<file path="src/rtl/goose_pkg.sv">
// Shared types, default 640x480@60 timing and helpers for the goose animation sequencer.
package goose_pkg;

  typedef enum logic [1:0] {
    IDLE     = 2'd0,
    SPIN     = 2'd1,
    STOPPING = 2'd2
  } anim_state_t;

  localparam int unsigned POS_W        = 10;

  localparam int unsigned H_ACTIVE_DEF = 640;
  localparam int unsigned H_FP_DEF     = 16;
  localparam int unsigned H_SYNC_DEF   = 96;
  localparam int unsigned H_BP_DEF     = 48;
  localparam int unsigned V_ACTIVE_DEF = 480;
  localparam int unsigned V_FP_DEF     = 10;
  localparam int unsigned V_SYNC_DEF   = 2;
  localparam int unsigned V_BP_DEF     = 33;

  localparam int unsigned H_TOTAL = H_ACTIVE_DEF + H_FP_DEF + H_SYNC_DEF + H_BP_DEF;
  localparam int unsigned V_TOTAL = V_ACTIVE_DEF + V_FP_DEF + V_SYNC_DEF + V_BP_DEF;

  localparam int unsigned NUM_FRAMES_DEF  = 8;
  localparam int unsigned HOLD_FRAMES_DEF = 8;

  // Video frames each sprite frame is held: max(1, hold_frames >> speed).
  function automatic int unsigned hold_len(input int unsigned hold_frames,
                                           input logic [1:0]  speed);
    int unsigned h;
    h = hold_frames >> speed;
    return (h == 32'd0) ? 32'd1 : h;
  endfunction

endpackage

</file>
<file path="src/rtl/goose_anim_sequencer_if.sv">
// Control requests in, raster position and animation selection out.
interface goose_anim_sequencer_if
  import goose_pkg::*;
#(
  parameter int unsigned IDX_W = 3
);

  logic              tick_en;
  logic              start;
  logic              stop;
  logic [1:0]        speed;

  logic [POS_W-1:0]  hpos;
  logic [POS_W-1:0]  vpos;
  logic              hsync;
  logic              vsync;
  logic              display_on;
  logic              frame_start;
  logic [IDX_W-1:0]  anim_idx;
  anim_state_t       anim_state;
  logic              busy;

  modport master (
    output tick_en, start, stop, speed,
    input  hpos, vpos, hsync, vsync, display_on, frame_start,
    input  anim_idx, anim_state, busy
  );

  modport slave (
    input  tick_en, start, stop, speed,
    output hpos, vpos, hsync, vsync, display_on, frame_start,
    output anim_idx, anim_state, busy
  );

endinterface

</file>
<file path="src/rtl/goose_anim_sequencer_vga_timing.sv">
// Raster counters with sync/display decode and a registered frame_start pulse.
module vga_timing
  import goose_pkg::*;
#(
  parameter int unsigned H_ACTIVE = H_ACTIVE_DEF,
  parameter int unsigned H_FP     = H_FP_DEF,
  parameter int unsigned H_SYNC   = H_SYNC_DEF,
  parameter int unsigned H_BP     = H_BP_DEF,
  parameter int unsigned V_ACTIVE = V_ACTIVE_DEF,
  parameter int unsigned V_FP     = V_FP_DEF,
  parameter int unsigned V_SYNC   = V_SYNC_DEF,
  parameter int unsigned V_BP     = V_BP_DEF
) (
  input  logic             clk_i,
  input  logic             rst_i,
  input  logic             tick_en_i,
  output logic [POS_W-1:0] hpos_o,
  output logic [POS_W-1:0] vpos_o,
  output logic             hsync_o,
  output logic             vsync_o,
  output logic             display_on_o,
  output logic             frame_start_o
);

  localparam int unsigned H_LEN  = H_ACTIVE + H_FP + H_SYNC + H_BP;
  localparam int unsigned V_LEN  = V_ACTIVE + V_FP + V_SYNC + V_BP;
  localparam int unsigned HS_BEG = H_ACTIVE + H_FP;
  localparam int unsigned HS_END = HS_BEG + H_SYNC;
  localparam int unsigned VS_BEG = V_ACTIVE + V_FP;
  localparam int unsigned VS_END = VS_BEG + V_SYNC;

  logic [POS_W-1:0] hpos_q, hpos_d;
  logic [POS_W-1:0] vpos_q, vpos_d;
  logic             frame_start_q, frame_start_d;
  logic             h_last, v_last;

  always_comb begin
    hpos_d        = hpos_q;
    vpos_d        = vpos_q;
    frame_start_d = 1'b0;
    h_last        = (hpos_q == POS_W'(H_LEN - 1));
    v_last        = (vpos_q == POS_W'(V_LEN - 1));
    if (tick_en_i) begin
      if (h_last) begin
        hpos_d = '0;
        if (v_last) begin
          vpos_d        = '0;
          frame_start_d = 1'b1;
        end else begin
          vpos_d = vpos_q + POS_W'(1);
        end
      end else begin
        hpos_d = hpos_q + POS_W'(1);
      end
    end
  end

  always_ff @(posedge clk_i) begin
    if (rst_i) begin
      hpos_q        <= '0;
      vpos_q        <= '0;
      frame_start_q <= 1'b0;
    end else begin
      hpos_q        <= hpos_d;
      vpos_q        <= vpos_d;
      frame_start_q <= frame_start_d;
    end
  end

  // Sync and blanking are a pure decode of the registered position.
  assign hsync_o       = !((hpos_q >= POS_W'(HS_BEG)) && (hpos_q < POS_W'(HS_END)));
  assign vsync_o       = !((vpos_q >= POS_W'(VS_BEG)) && (vpos_q < POS_W'(VS_END)));
  assign display_on_o  = (hpos_q < POS_W'(H_ACTIVE)) && (vpos_q < POS_W'(V_ACTIVE));
  assign hpos_o        = hpos_q;
  assign vpos_o        = vpos_q;
  assign frame_start_o = frame_start_q;

endmodule

</file>
<file path="src/rtl/goose_anim_sequencer.sv">
// Raster timing plus a frame-synchronous spin FSM selecting the goose sprite frame.
module goose_anim_sequencer
  import goose_pkg::*;
#(
  parameter int unsigned H_ACTIVE    = H_ACTIVE_DEF,
  parameter int unsigned H_FP        = H_FP_DEF,
  parameter int unsigned H_SYNC      = H_SYNC_DEF,
  parameter int unsigned H_BP        = H_BP_DEF,
  parameter int unsigned V_ACTIVE    = V_ACTIVE_DEF,
  parameter int unsigned V_FP        = V_FP_DEF,
  parameter int unsigned V_SYNC      = V_SYNC_DEF,
  parameter int unsigned V_BP        = V_BP_DEF,
  parameter int unsigned NUM_FRAMES  = NUM_FRAMES_DEF,
  parameter int unsigned HOLD_FRAMES = HOLD_FRAMES_DEF
) (
  input  logic                  clk_i,
  input  logic                  rst_i,
  goose_anim_sequencer_if.slave gfx_io
);

  localparam int unsigned IDX_W = $clog2(NUM_FRAMES);
  localparam int unsigned CNT_W = $clog2(HOLD_FRAMES + 1);

  logic [POS_W-1:0] hpos, vpos;
  logic             hsync, vsync, display_on, frame_start;

  vga_timing #(
    .H_ACTIVE (H_ACTIVE),
    .H_FP     (H_FP),
    .H_SYNC   (H_SYNC),
    .H_BP     (H_BP),
    .V_ACTIVE (V_ACTIVE),
    .V_FP     (V_FP),
    .V_SYNC   (V_SYNC),
    .V_BP     (V_BP)
  ) u_timing (
    .clk_i         (clk_i),
    .rst_i         (rst_i),
    .tick_en_i     (gfx_io.tick_en),
    .hpos_o        (hpos),
    .vpos_o        (vpos),
    .hsync_o       (hsync),
    .vsync_o       (vsync),
    .display_on_o  (display_on),
    .frame_start_o (frame_start)
  );

  anim_state_t      state_q, state_d, target;
  logic [IDX_W-1:0] idx_q, idx_d;
  logic [CNT_W-1:0] cnt_q, cnt_d, hold_m1;
  logic [1:0]       spd_q, spd_d;
  logic             start_pend_q, start_pend_d;
  logic             stop_pend_q, stop_pend_d;
  logic             busy_q, busy_d;
  logic             start_eff, stop_eff;

  always_ff @(posedge clk_i) begin
    if (rst_i) begin
      state_q      <= IDLE;
      idx_q        <= '0;
      cnt_q        <= '0;
      spd_q        <= '0;
      start_pend_q <= 1'b0;
      stop_pend_q  <= 1'b0;
      busy_q       <= 1'b0;
    end else begin
      state_q      <= state_d;
      idx_q        <= idx_d;
      cnt_q        <= cnt_d;
      spd_q        <= spd_d;
      start_pend_q <= start_pend_d;
      stop_pend_q  <= stop_pend_d;
      busy_q       <= busy_d;
    end
  end

  // Requests arriving on the frame_start cycle itself are consumed with the pending ones.
  always_comb begin
    state_d      = state_q;
    idx_d        = idx_q;
    cnt_d        = cnt_q;
    spd_d        = spd_q;
    target       = state_q;
    start_eff    = start_pend_q | gfx_io.start;
    stop_eff     = stop_pend_q  | gfx_io.stop;
    start_pend_d = start_eff;
    stop_pend_d  = stop_eff;
    hold_m1      = CNT_W'(hold_len(HOLD_FRAMES, spd_q) - 32'd1);

    if (frame_start) begin
      start_pend_d = 1'b0;
      stop_pend_d  = 1'b0;
      spd_d        = gfx_io.speed;
      case (state_q)
        IDLE: begin
          if (start_eff && !stop_eff) begin
            state_d = SPIN;
            idx_d   = '0;
            cnt_d   = '0;
          end
        end
        SPIN, STOPPING: begin
          // Stop beats start; start alone from STOPPING resumes the spin in place.
          if (stop_eff) begin
            target = STOPPING;
          end else if (start_eff) begin
            target = SPIN;
          end
          state_d = target;
          if (gfx_io.speed != spd_q) begin
            cnt_d = '0;
          end else if (cnt_q == hold_m1) begin
            cnt_d = '0;
            if ((target == STOPPING) && (idx_q == IDX_W'(NUM_FRAMES - 1))) begin
              idx_d   = '0;
              state_d = IDLE;
            end else begin
              idx_d = idx_q + IDX_W'(1);
            end
          end else begin
            cnt_d = cnt_q + CNT_W'(1);
          end
        end
        default: begin
          state_d = IDLE;
          idx_d   = '0;
          cnt_d   = '0;
        end
      endcase
    end

    busy_d = (state_d != IDLE);
  end

  assign gfx_io.hpos        = hpos;
  assign gfx_io.vpos        = vpos;
  assign gfx_io.hsync       = hsync;
  assign gfx_io.vsync       = vsync;
  assign gfx_io.display_on  = display_on;
  assign gfx_io.frame_start = frame_start;
  assign gfx_io.anim_idx    = idx_q;
  assign gfx_io.anim_state  = state_q;
  assign gfx_io.busy        = busy_q;

endmodule
</file>
<file path="src/flat_wrapper.sv">
// flat-port wrapper written by rule: the top's interface ports become plain ports
module goose_anim_sequencer_flat import goose_pkg::*;
#(
  parameter int unsigned H_ACTIVE    = H_ACTIVE_DEF,
  parameter int unsigned H_FP        = H_FP_DEF,
  parameter int unsigned H_SYNC      = H_SYNC_DEF,
  parameter int unsigned H_BP        = H_BP_DEF,
  parameter int unsigned V_ACTIVE    = V_ACTIVE_DEF,
  parameter int unsigned V_FP        = V_FP_DEF,
  parameter int unsigned V_SYNC      = V_SYNC_DEF,
  parameter int unsigned V_BP        = V_BP_DEF,
  parameter int unsigned NUM_FRAMES  = NUM_FRAMES_DEF,
  parameter int unsigned HOLD_FRAMES = HOLD_FRAMES_DEF
)
  (clk_i, rst_i, gfx_io_tick_en, gfx_io_start, gfx_io_stop, gfx_io_speed, gfx_io_hpos, gfx_io_vpos, gfx_io_hsync, gfx_io_vsync, gfx_io_display_on, gfx_io_frame_start, gfx_io_anim_idx, gfx_io_anim_state, gfx_io_busy);
  goose_anim_sequencer_if gfx_io_i ();
  input  logic clk_i;
  input  logic rst_i;
  input wire logic [$bits(gfx_io_i.tick_en)-1:0] gfx_io_tick_en;
  input wire logic [$bits(gfx_io_i.start)-1:0] gfx_io_start;
  input wire logic [$bits(gfx_io_i.stop)-1:0] gfx_io_stop;
  input wire logic [$bits(gfx_io_i.speed)-1:0] gfx_io_speed;
  output wire logic [$bits(gfx_io_i.hpos)-1:0] gfx_io_hpos;
  output wire logic [$bits(gfx_io_i.vpos)-1:0] gfx_io_vpos;
  output wire logic [$bits(gfx_io_i.hsync)-1:0] gfx_io_hsync;
  output wire logic [$bits(gfx_io_i.vsync)-1:0] gfx_io_vsync;
  output wire logic [$bits(gfx_io_i.display_on)-1:0] gfx_io_display_on;
  output wire logic [$bits(gfx_io_i.frame_start)-1:0] gfx_io_frame_start;
  output wire logic [$bits(gfx_io_i.anim_idx)-1:0] gfx_io_anim_idx;
  output wire logic [$bits(gfx_io_i.anim_state)-1:0] gfx_io_anim_state;
  output wire logic [$bits(gfx_io_i.busy)-1:0] gfx_io_busy;
  assign gfx_io_i.tick_en = gfx_io_tick_en;
  assign gfx_io_i.start = gfx_io_start;
  assign gfx_io_i.stop = gfx_io_stop;
  assign gfx_io_i.speed = gfx_io_speed;
  assign gfx_io_hpos = gfx_io_i.hpos;
  assign gfx_io_vpos = gfx_io_i.vpos;
  assign gfx_io_hsync = gfx_io_i.hsync;
  assign gfx_io_vsync = gfx_io_i.vsync;
  assign gfx_io_display_on = gfx_io_i.display_on;
  assign gfx_io_frame_start = gfx_io_i.frame_start;
  assign gfx_io_anim_idx = gfx_io_i.anim_idx;
  assign gfx_io_anim_state = gfx_io_i.anim_state;
  assign gfx_io_busy = gfx_io_i.busy;
  goose_anim_sequencer #(.H_ACTIVE(H_ACTIVE), .H_FP(H_FP), .H_SYNC(H_SYNC), .H_BP(H_BP), .V_ACTIVE(V_ACTIVE), .V_FP(V_FP), .V_SYNC(V_SYNC), .V_BP(V_BP), .NUM_FRAMES(NUM_FRAMES), .HOLD_FRAMES(HOLD_FRAMES)) u_core (.clk_i(clk_i), .rst_i(rst_i), .gfx_io(gfx_io_i));
endmodule
</file>
<file path="config.mk">
export PLATFORM = sky130hd
export DESIGN_NAME = goose_anim_sequencer_flat
export DESIGN_NICKNAME = d
export VERILOG_FILES = /design/src/rtl/goose_pkg.sv /design/src/rtl/goose_anim_sequencer_if.sv /design/src/rtl/goose_anim_sequencer_vga_timing.sv /design/src/rtl/goose_anim_sequencer.sv /design/src/flat_wrapper.sv
export SDC_FILE = /design/constraint.sdc
export NUM_CORES = 1
export LEC_CHECK = 0
export CAP_MARGIN = 30
export CORE_UTILIZATION = 35
export DETAILED_ROUTE_END_ITERATION = 8
export PLACE_DENSITY_LB_ADDON = 0.25
export SLEW_MARGIN = 10
export SYNTH_ARGS = -nofsm -noshare
export SYNTH_HDL_FRONTEND = slang
export SYNTH_HIERARCHICAL = 1
export SYNTH_SLANG_ARGS = --single-unit
export TNS_END_PERCENT = 30
</file>
<file path="constraint.sdc">
create_clock -name clk_i -period 1.53 [get_ports clk_i]
set_input_delay 0.2295 -clock clk_i [delete_from_list [all_inputs] [get_ports clk_i]]
set_output_delay 0.2295 -clock clk_i [all_outputs]
set_load 0.05 [all_outputs]
</file>
==> impl_metrics.yaml, run 1 <==
clock_tree:
  path_clk_slew_ns: 0.08
  cts_tree: "built"
  clockBufferDepth: 2
  cts_buffers: 5
  clkLatencyLatePin_ns: 0.29
  numClockSinks: 35
  cts_hold_buf: 0
  cts-root-buf: "clkbuf_8"
  cts_htree_levels: 2
sta:
  drv_slew: 0
  rsz0062_at_grt: "true"
  slew_headroom_pct: 73.20
  finalSetupViolCount: 16
  setup_ws_ns: -0.07063
  clock.fmax_mhz: 624.8
  holdWs_ns: 0.5188
  finClkSkew_ns: 0.007638
  hold_viol_final: 0
  tns_ns: -0.5346
  worstMarginPinSlew_ns: 0.3986
  min_period_ns: 1.601
  fin_crit_sh_pct: 104.6
final_layout:
  multi_input_area_um2: 1285
  fin_nets: 321
  syn_to_final_growth_pct: 61.94
  seq_area_um2: 763.2
  diodes: 0
  drive_above_1_share_pct: 46.23
  final_util_pct: 59.25
  num-fill-cells: 503
  layout_commonest_cell: "buf_4"
  layout_common_cells: "buf_4, nor2_1, nand2_1, dfxtp_2, dfxtp_4"
critical_path:
  critical_path.top_delay_family: "simple AND/OR/NAND/NOR gates"
  cp.required_ns: 1.75
  worstSetupStartpointType: "register"
  max_stage_delay_ns: 0.35
  cp.arrival_ns: 1.82
  path_max_fanout: 6
  worst-setup-path-type: "register to register"
  critical_path_buf_inv_count: 1
  cp_cell_sequence: "nor4b_4 > nand4_4 > buf_4 > or3_1 > a21oi_1"
  r2r-start: "u_core/u_timing/hpos_o[5]"
  startpoint: "u_core/u_timing/hpos_o[5]"
  crit_path_end_kind: "register"
  crit_slowest_cell: "dfxtp_4"
die:
  initial_utilization_pct: 36.59
  die_area_um2: 5670
  fp.dieH_um: 75.30
  core_um2: 5140
  io_pins: 37
  die_w_um: 75.30
  fp-row-count: 26
run_status:
  status: "complete, but fails checks"
  violations: "negative setup slack"
place:
  portBuffers: 36
  pre_cts_ws_ns: -0.3189
  hpwl_mm: 3.396
  gp_congestion: 0.8223
yosys:
  netlist_area_um2: 1881
  ys_seq_area_share_pct: 37.26
  synth_edf_count: 0
  ys_ff_latch: 35
  synth_cell_type_count: 47
  synthCells: 219
  yosys_warnings: 6
  ys_top_cells_by_area: "dfxtp_1, ha_1, xnor2_1, nor2_1, nand2_1"
  avgSynthCellArea_um2: 8.587
  synth_nets: 236
  yosys.area.top_type: "dfxtp_1"
  synth.top_cell.area_share_pct: 37.26
  synthArstFlopShare_pct: 0
  synth-main-ff-cell: "dfxtp_1"
drt:
  first_pass_iters: 4
  drt-total-wl_mm: 4.965
  wl_per_cell_um: 13.24
  viasPerCell: 5.088
  dr_total_vias: 1908
  drt_iter0_drc: 70
  drc: 0
  ant_nets: 0
min_path:
  hp-start: "u_core/gfx_io.anim_idx[1]"
  hp-class: "register to register"
power_and_ir_drop:
  ir_drop_uv: 316.4
  powerDensity_nw_per_um2: 562.8
  power_mw: 1.714
  p_leak_nw: 1.205
grt:
  grt_pass1_vias: 1718
  grt_overflow_total: 0
  grt_pass1_wl_mm: 7.762
  grt_use_total_pct: 18.33
  grt_max_degree: 23
  antenna_found_initial: 0
job:
  drv_cap: 0
==> Yosys cell counts (all sizes together) (4+ instances only) <==
library cell and instances:
o21ai 12, nor2 19, nand3 11, inv 11
a21oi 13, or3 7, xnor2 9, nor3 7
nand2 18, nand4 6, and2 5, nand2b 6
dfxtp 35, xor2 4, ha 10
==> where the power goes <==
group / internal, mW / switching, mW / total (mW)
logic: 0.0680 / 0.0733 / 0.141
clock network: 0.318 / 0.345 / 0.663
registers: 0.902 / 0.00743 / 0.909
total: 1.29 / 0.426 / 1.71
==> path summary, 6_finish.rpt <==
kind / end / slack, ns / depth (start not counted)
max: u_core/u_timing/vpos_o[8] / -0.07 / 5
min reg2reg: u_core/gfx_io.anim_idx[1] / 0.52 / 2
min: u_core/gfx_io.anim_idx[1] / 0.52 / 2
max reg2reg: u_core/u_timing/vpos_o[8] / -0.07 / 5
==> cell families after synthesis <==
family,Yosys count,synth area share [%]
AO/OA/AOI/OAI,40,13.84
XOR/XNOR,13,6.055
adder cells (fa/ha/maj),10,6.653
buffers and inverters,16,4.058
flip-flops,35,37.26
multiplexers,3,1.597
AND/OR/NAND/NOR,102,30.54
==> what timing repair did <==
action                     4_1_cts  5_1_grt
gates cloned                     0        1
pin swaps                        8        9
resized for setup               22       13
setup endpoints to repair       20       22
setup buffers                    3        1
==> metal layers <==
layer | global-route usage [%] | vias up | share of wire [%]
met5 | 0 | - | 0
met4 | 6.173 | 0 | 0.44
met3 | 4.101 | 2 | 4.0
met2 | 31.85 | 41 | 49
met1 | 22.41 | 906 | 47
li1 | - | 959 | -
==> registers in the layout (all words and copies together) (netlist names) <==
register,count
u_core/stop_pend_q,1
u_core/start_pend_q,1
u_core/u_timing/vpos_o,10
u_core/spd_q,2
u_core/gfx_io.anim_state,2
u_core/gfx_io.busy,1
u_core/u_timing/frame_start_o,1
u_core/cnt_q,4
u_core/u_timing/hpos_o,10
u_core/gfx_io.anim_idx,3
==> per-stage QoR <==
step | area (um2) | std cells
floorplan | 1979 | 219
global placement | 2770 | 362
detailed placement | 2770 | 362
CTS | 2972 | 373
global route | 3045 | 375
finish | 3045 | 375
==> worst register-to-register path: stages, from the launching register on <==
cell	delay [ns]
dfxtp_4	0.35
nor4b_4	0.35
nand4_4	0.20
buf_4	0.19
or3_1	0.31
a21oi_1	0.12
==> layout make-up <==
class	count	area share (%)
Tap cell	70	2.876
Clock inverter	2	0.4108
Multi-Input combinational cell	169	42.19
Timing Repair Buffer	82	25.72
Inverter	11	1.356
Sequential cell	35	25.06
Clock buffer	6	2.383
(Power assumes the default switching activity.)
==> run 2: changes to the inputs <==
--- a/config.mk
+++ b/config.mk
@@ -5,7 +5,9 @@
 export SDC_FILE = /design/constraint.sdc
 export NUM_CORES = 1
 export LEC_CHECK = 0
+export ABC_AREA = 1
 export CAP_MARGIN = 30
+export CORE_MARGIN = 2
 export CORE_UTILIZATION = 35
 export DETAILED_ROUTE_END_ITERATION = 8
 export PLACE_DENSITY_LB_ADDON = 0.25
==> run 2 against run 1 <==
The run now ends clean. Combinational power about the same. Worst setup slack improved by 0.072 ns. Die area increased by 18%. Area after synthesis increased by 13%. First-iteration DRC count decreased by 10%. Clock skew decreased by 0.0018 ns. Synthesized cell count increased by 54%. Wire length increased by 7.3%. Global-route usage decreased by 1.6 points. Non-clock buffer count decreased by 15. Count of clock-buffer cells in the layout unchanged. Total power increased by 1.4%. Critical endpoint is now gfx_io_vsync. Highest routed layer unchanged.
==> impl_metrics.yaml, run 2 <==
run_status:
  status: "finished, final reports clean"
yosys:
  synthCells: 338
  synth_nets: 355
  yosys.area_share.adder_pct: 5.900
  synth-simple-area-share_pct: 41.12
  synthXorXnorAreaFrac_pct: 0.8260
  synth_commonest_cells: "nand2_1, inv_1, nor2_1"
  synth_mux_area_share_pct: 0
  avgSynthCellArea_um2: 6.275
  ys_seq_area_share_pct: 33.04
  synth.top_cell.area_share_pct: 33.04
  ys_top_cells_by_area: "dfxtp_1, nand2_1, inv_1, nor2_1, ha_1"
  synth-main-ff-cell: "dfxtp_1"
  synth_edf_count: 0
  synth_cell_type_count: 30
  synth_compound_area_share_pct: 6.962
  synth_top_family_by_area: "simple AND/OR/NAND/NOR gates"
  synthArstFlopShare_pct: 0
  ys_ff_latch: 35
  yosysMostFrequentCell: "nand2_1"
  netlist_area_um2: 2121
  yosys.area.top_type: "dfxtp_1"
  yosys_warnings: 6
place:
  place_area_um2: 2942
  pre_cts_ws_ns: -0.1081
  gp_congestion: 0.8406
  hpwl_mm: 4.017
  portBuffers: 36
critical_path:
  r2r-start: "u_core/u_timing/hpos_o[0]"
  cp.arrival_ns: 1.30
  path_max_fanout: 7
  worst-setup-path-type: "register to primary output"
  crit_path_end_kind: "primary output"
  endpoint: "gfx_io_vsync"
  r2r-end: "u_core/u_timing/vpos_o[0]"
  cp.required_ns: 1.30
  startpoint: "u_core/u_timing/vpos_o[9]"
  worstSetupStartpointType: "register"
  r2r_cells: 9
  reg2reg_slack_ns: 0.10
sta:
  rsz0062_at_grt: "true"
  min_period_ns: 1.528
  finClkSkew_ns: 0.005844
  setup_ws_ns: 0.001606
  worstMarginPinSlew_ns: 0.2881
  fin_crit_sh_pct: 99.90
  clock.fmax_mhz: 654.3
  drv_slew: 0
  slew_headroom_pct: 80.65
  holdWs_ns: 0.4988
  hold_viol_final: 0
  finalSetupViolCount: 0
drt:
  dr_total_vias: 2240
  first_pass_iters: 4
  drt_iter0_drc: 63
  viasPerCell: 4.609
  ant_nets: 0
  drt-total-wl_mm: 5.327
  drc: 0
  wl_per_cell_um: 10.96
grt:
  grt_overflow_total: 0
  grt_max_degree: 12
  antenna_found_initial: 0
  grt_pass1_vias: 2065
  grt_use_total_pct: 16.73
  grt_pass1_wl_mm: 8.790
power_and_ir_drop:
  ir_drop_uv: 494.1
  power_frac_clock_pct: 39.3
  combPwrFrac_pct: 8.2
  pwr-share-seq_pct: 52.5
  p_leak_nw: 1.437
  powerDensity_nw_per_um2: 555.9
  switching_share_pct: 25.98
  switchingPower_uw: 451.5
  intPower_mw: 1.287
clock_tree:
  cts_tree: "built"
  clkLatencyLatePin_ns: 0.29
  path_clk_slew_ns: 0.08
  numClockSinks: 35
  cts_htree_levels: 2
  cts-root-buf: "clkbuf_8"
  clockBufferDepth: 2
  cts_buffers: 5
  cts_hold_buf: 0
die:
  initial_utilization_pct: 36.03
  die_area_um2: 6698
  fp.dieH_um: 81.84
  fp-row-count: 28
  core_um2: 5886
  die_w_um: 81.84
  io_pins: 37
final_layout:
  fin_nets: 427
  final_cell_area_um2: 3127
  layout_common_cells: "nand2_1, inv_1, nor2_1, buf_4, buf_12"
  drive_above_1_share_pct: 29.68
  final_util_pct: 53.13
  syn_to_final_growth_pct: 47.43
  layout_commonest_cell: "nand2_1"
  diodes: 0
job:
  drv_cap: 0
min_path:
  hp-class: "register to register"
-- run 2: changes by cell type after synthesis, moves of 7 or more --
cell	previous run	this run
inv_1	11	59
xnor2_1	9	0
nor2_1	19	46
nand2_1	18	101
or3_1	7	0
-- run 2: cells by family after synthesis --
| group | after synthesis |
|---|---|
| DFF | 35 |
| buffers and inverters | 66 |
| AOI/OAI and AO/OA | 27 |
| xor gates and xnor gates | 2 |
| and+or+nand+nor | 198 |
| adders and majority gates | 10 |
-- run 2: how the worst min path moves through the flow --
| stage | from | to | cells past startpoint |
|---|---|---|---|
| floorplan | rst_i | u_core/cnt_q[1] | 1 |
| global placement | u_core/start_pend_q | u_core/start_pend_q | 2 |
| detailed placement | u_core/start_pend_q | u_core/start_pend_q | 2 |
| CTS | u_core/start_pend_q | u_core/start_pend_q | 2 |
| global route | u_core/gfx_io.anim_state[1] | u_core/gfx_io.anim_state[1] | 2 |
| finish | u_core/start_pend_q | u_core/start_pend_q | 2 |
-- run 2: cell type report --
class / instances / area, um2
sequential: 35 / 743.2
inverter: 64 / 242.7
fill: 575 / 2759
tap: 75 / 93.84
multi-input combinational: 237 / 1231
timing repair buffer: 67 / 730.7
clock buffer: 6 / 72.57
clock inverter: 2 / 12.51
-- run 2: critical path: stages, from the launching register on --
cell      delay [ns]
dfxtp_4         0.39
nor3_4          0.26
o211ai_1        0.15
buf_4           0.22
-- run 2: layer usage --
layer	track usage, %	routed length [um]
met3	3.626	192
met4	5.667	87
met2	29.43	2606
met1	20.03	2441
met5	0	0
-- run 2: power by group through the flow --
stage | sequential, mW | combinational [mW] | clock, mW
finish | 0.912 | 0.142 | 0.684
global route | 0.913 | 0.159 | 0.740
CTS | 0.916 | 0.143 | 0.709
detailed placement | 0.943 | 0.142 | 0
global placement | 0.943 | 0.140 | 0
floorplan | 0.961 | 0.0546 | 0
-- run 2: what timing repair did --
item                                    in CTS  in global routing
endpoints found under the setup margin       3                 12
setup buffers                                3                  3
endpoints found under the hold margin        0                  0
pin swaps                                    3                  4
gates resized for setup                     15                 12
-- run 2: metrics by stage --
step	cells	TNS, ns	total power [mW]
final	486	0	1.738
after floorplan	338	-1.487	1.015
after CTS	483	-0.02912	1.768
after global routing	486	-0.1243	1.812
after detailed placement	473	-1.587	1.084
after global placement	473	-0.8998	1.083
==> run 3: changes to the inputs <==
--- a/config.mk
+++ b/config.mk
@@ -11,6 +11,7 @@
 export CORE_UTILIZATION = 35
 export DETAILED_ROUTE_END_ITERATION = 8
 export PLACE_DENSITY_LB_ADDON = 0.25
+export RECOVER_POWER = 25
 export SLEW_MARGIN = 10
 export SYNTH_ARGS = -nofsm -noshare
 export SYNTH_HDL_FRONTEND = slang
==> run 3 against run 2 <==
Maximum frequency is essentially flat. Combinational power barely moved. Sequential power barely moved. First-iteration DRC count increased by 9.5%. Die area stayed put. Core utilization decreased by 0.45 points. Global-route usage is the same. Critical path type unchanged.
==> impl_metrics.yaml, run 3 (synthesized netlist as in run 2, its figures left out) <==
run_status:
  status: "finished, final reports clean"
drt:
  drc: 0
  drt-total-wl_mm: 5.328
  wl_per_cell_um: 10.96
  dr_total_vias: 2243
  drt_iter0_drc: 69
  ant_nets: 0
  viasPerCell: 4.615
  first_pass_iters: 4
die:
  initial_utilization_pct: 36.03
  die_w_um: 81.84
  core_um2: 5886
  die_area_um2: 6698
  io_pins: 37
  fp.dieH_um: 81.84
  fp-row-count: 28
place:
  place_area_um2: 2942
  gp_congestion: 0.8406
  hpwl_mm: 4.017
  portBuffers: 36
job:
  drv_cap: 0
clock_tree:
  cts_buffers: 5
  clkLatencyLatePin_ns: 0.29
  cts-root-buf: "clkbuf_8"
  clockBufferDepth: 2
  path_clk_slew_ns: 0.08
  numClockSinks: 35
  cts_tree: "built"
  cts_htree_levels: 2
critical_path:
  cp.required_ns: 1.30
  worst-setup-path-type: "register to primary output"
  cp.arrival_ns: 1.30
  path_max_fanout: 7
  crit_path_end_kind: "primary output"
  worstSetupStartpointType: "register"
final_layout:
  diodes: 0
  layout_common_cells: "nand2_1, inv_1, nor2_1, buf_4, buf_12"
  fin_nets: 427
  drive_above_1_share_pct: 28.47
  syn_to_final_growth_pct: 46.19
  final_cell_area_um2: 3100
  layout_commonest_cell: "nand2_1"
  num-fill-cells: 582
sta:
  worstMarginPinSlew_ns: 0.5881
  min_period_ns: 1.528
  finClkSkew_ns: 0.005651
  clock.fmax_mhz: 654.3
  hold_viol_final: 0
  slew_headroom_pct: 60.96
  drv_slew: 0
  finalSetupViolCount: 0
  rsz0062_at_grt: "true"
  holdWs_ns: 0.4989
  fin_crit_sh_pct: 99.90
grt:
  antenna_found_initial: 0
  grt_use_total_pct: 16.73
  grt_pass1_wl_mm: 8.790
  grt_pass1_vias: 2065
  grt_max_degree: 12
  grt_overflow_total: 0
min_path:
  hp-class: "register to register"
power_and_ir_drop:
  p_leak_nw: 1.414
  powerDensity_nw_per_um2: 560.1
  ir_drop_uv: 494.5
==> run 3: through the flow <==
step	cells	total power [mW]	util, %	setup slack (ns)	setup TNS (ns)
6_report	486	1.737	52.68	0.001577	0
5_1_grt	486	1.811	52.68	-0.04955	-0.1241
4_1_cts	483	1.768	52.27	-0.02784	-0.02912
3_5_place_dp	473	1.084	49.98	-0.1081	-1.587
3_3_place_gp	473	1.083	49.98	-0.09325	-0.8998
2_1_floorplan	338	1.015	-	-0.1715	-1.487
==> run 3: per-layer routing <==
metal	vias to the layer above	track usage, %	share of wire (%)
li1	1189	-	-
met1	1003	20.03	46
met2	41	29.43	49
met3	10	3.626	3.7
met4	0	5.667	1.7
met5	-	0	0
==> run 3: cell type report <==
class / count / area, um2 / area share [%]
Sequential cell: 35 / 743.2 / 23.97
Clock inverter: 2 / 12.51 / 0.4036
Clock buffer: 6 / 72.57 / 2.341
Tap cell: 75 / 93.84 / 3.027
Inverter: 64 / 242.7 / 7.829
Multi-Input combinational cell: 237 / 1231 / 39.71
Timing Repair Buffer: 67 / 704.4 / 22.72
==> run 3: power by group <==
part | internal, mW | leakage, nW | switching [mW] | total (mW)
clock | 0.319 | 0.0412 | 0.365 | 0.684
sequential | 0.906 | 0.295 | 0.00591 | 0.912
combinational | 0.0602 | 1.08 | 0.0807 | 0.141
==> run 3: timing repair <==
item	CTS	global route
resized for setup	15	12
setup endpoints to repair	3	12
pin swaps	3	4
buffers inserted	3	3
hold buffers	0	0
==> run 3: critical path: stages, from the launching register on <==
cell	delay (ns)
dfxtp_4	0.39
nor3_4	0.26
o211ai_1	0.15
buf_4	0.22
==> run 3: worst paths after layout <==
kind / slack, ns / endpoint / start / cells past startpoint
setup / recovery: 0.002 / gfx_io_vsync / u_core/u_timing/vpos_o[9] / 3
hold / removal: 0.50 / u_core/start_pend_q / u_core/start_pend_q / 2
setup reg to reg: 0.10 / u_core/u_timing/vpos_o[0] / u_core/u_timing/hpos_o[0] / 9
hold reg to reg: 0.50 / u_core/start_pend_q / u_core/start_pend_q / 2
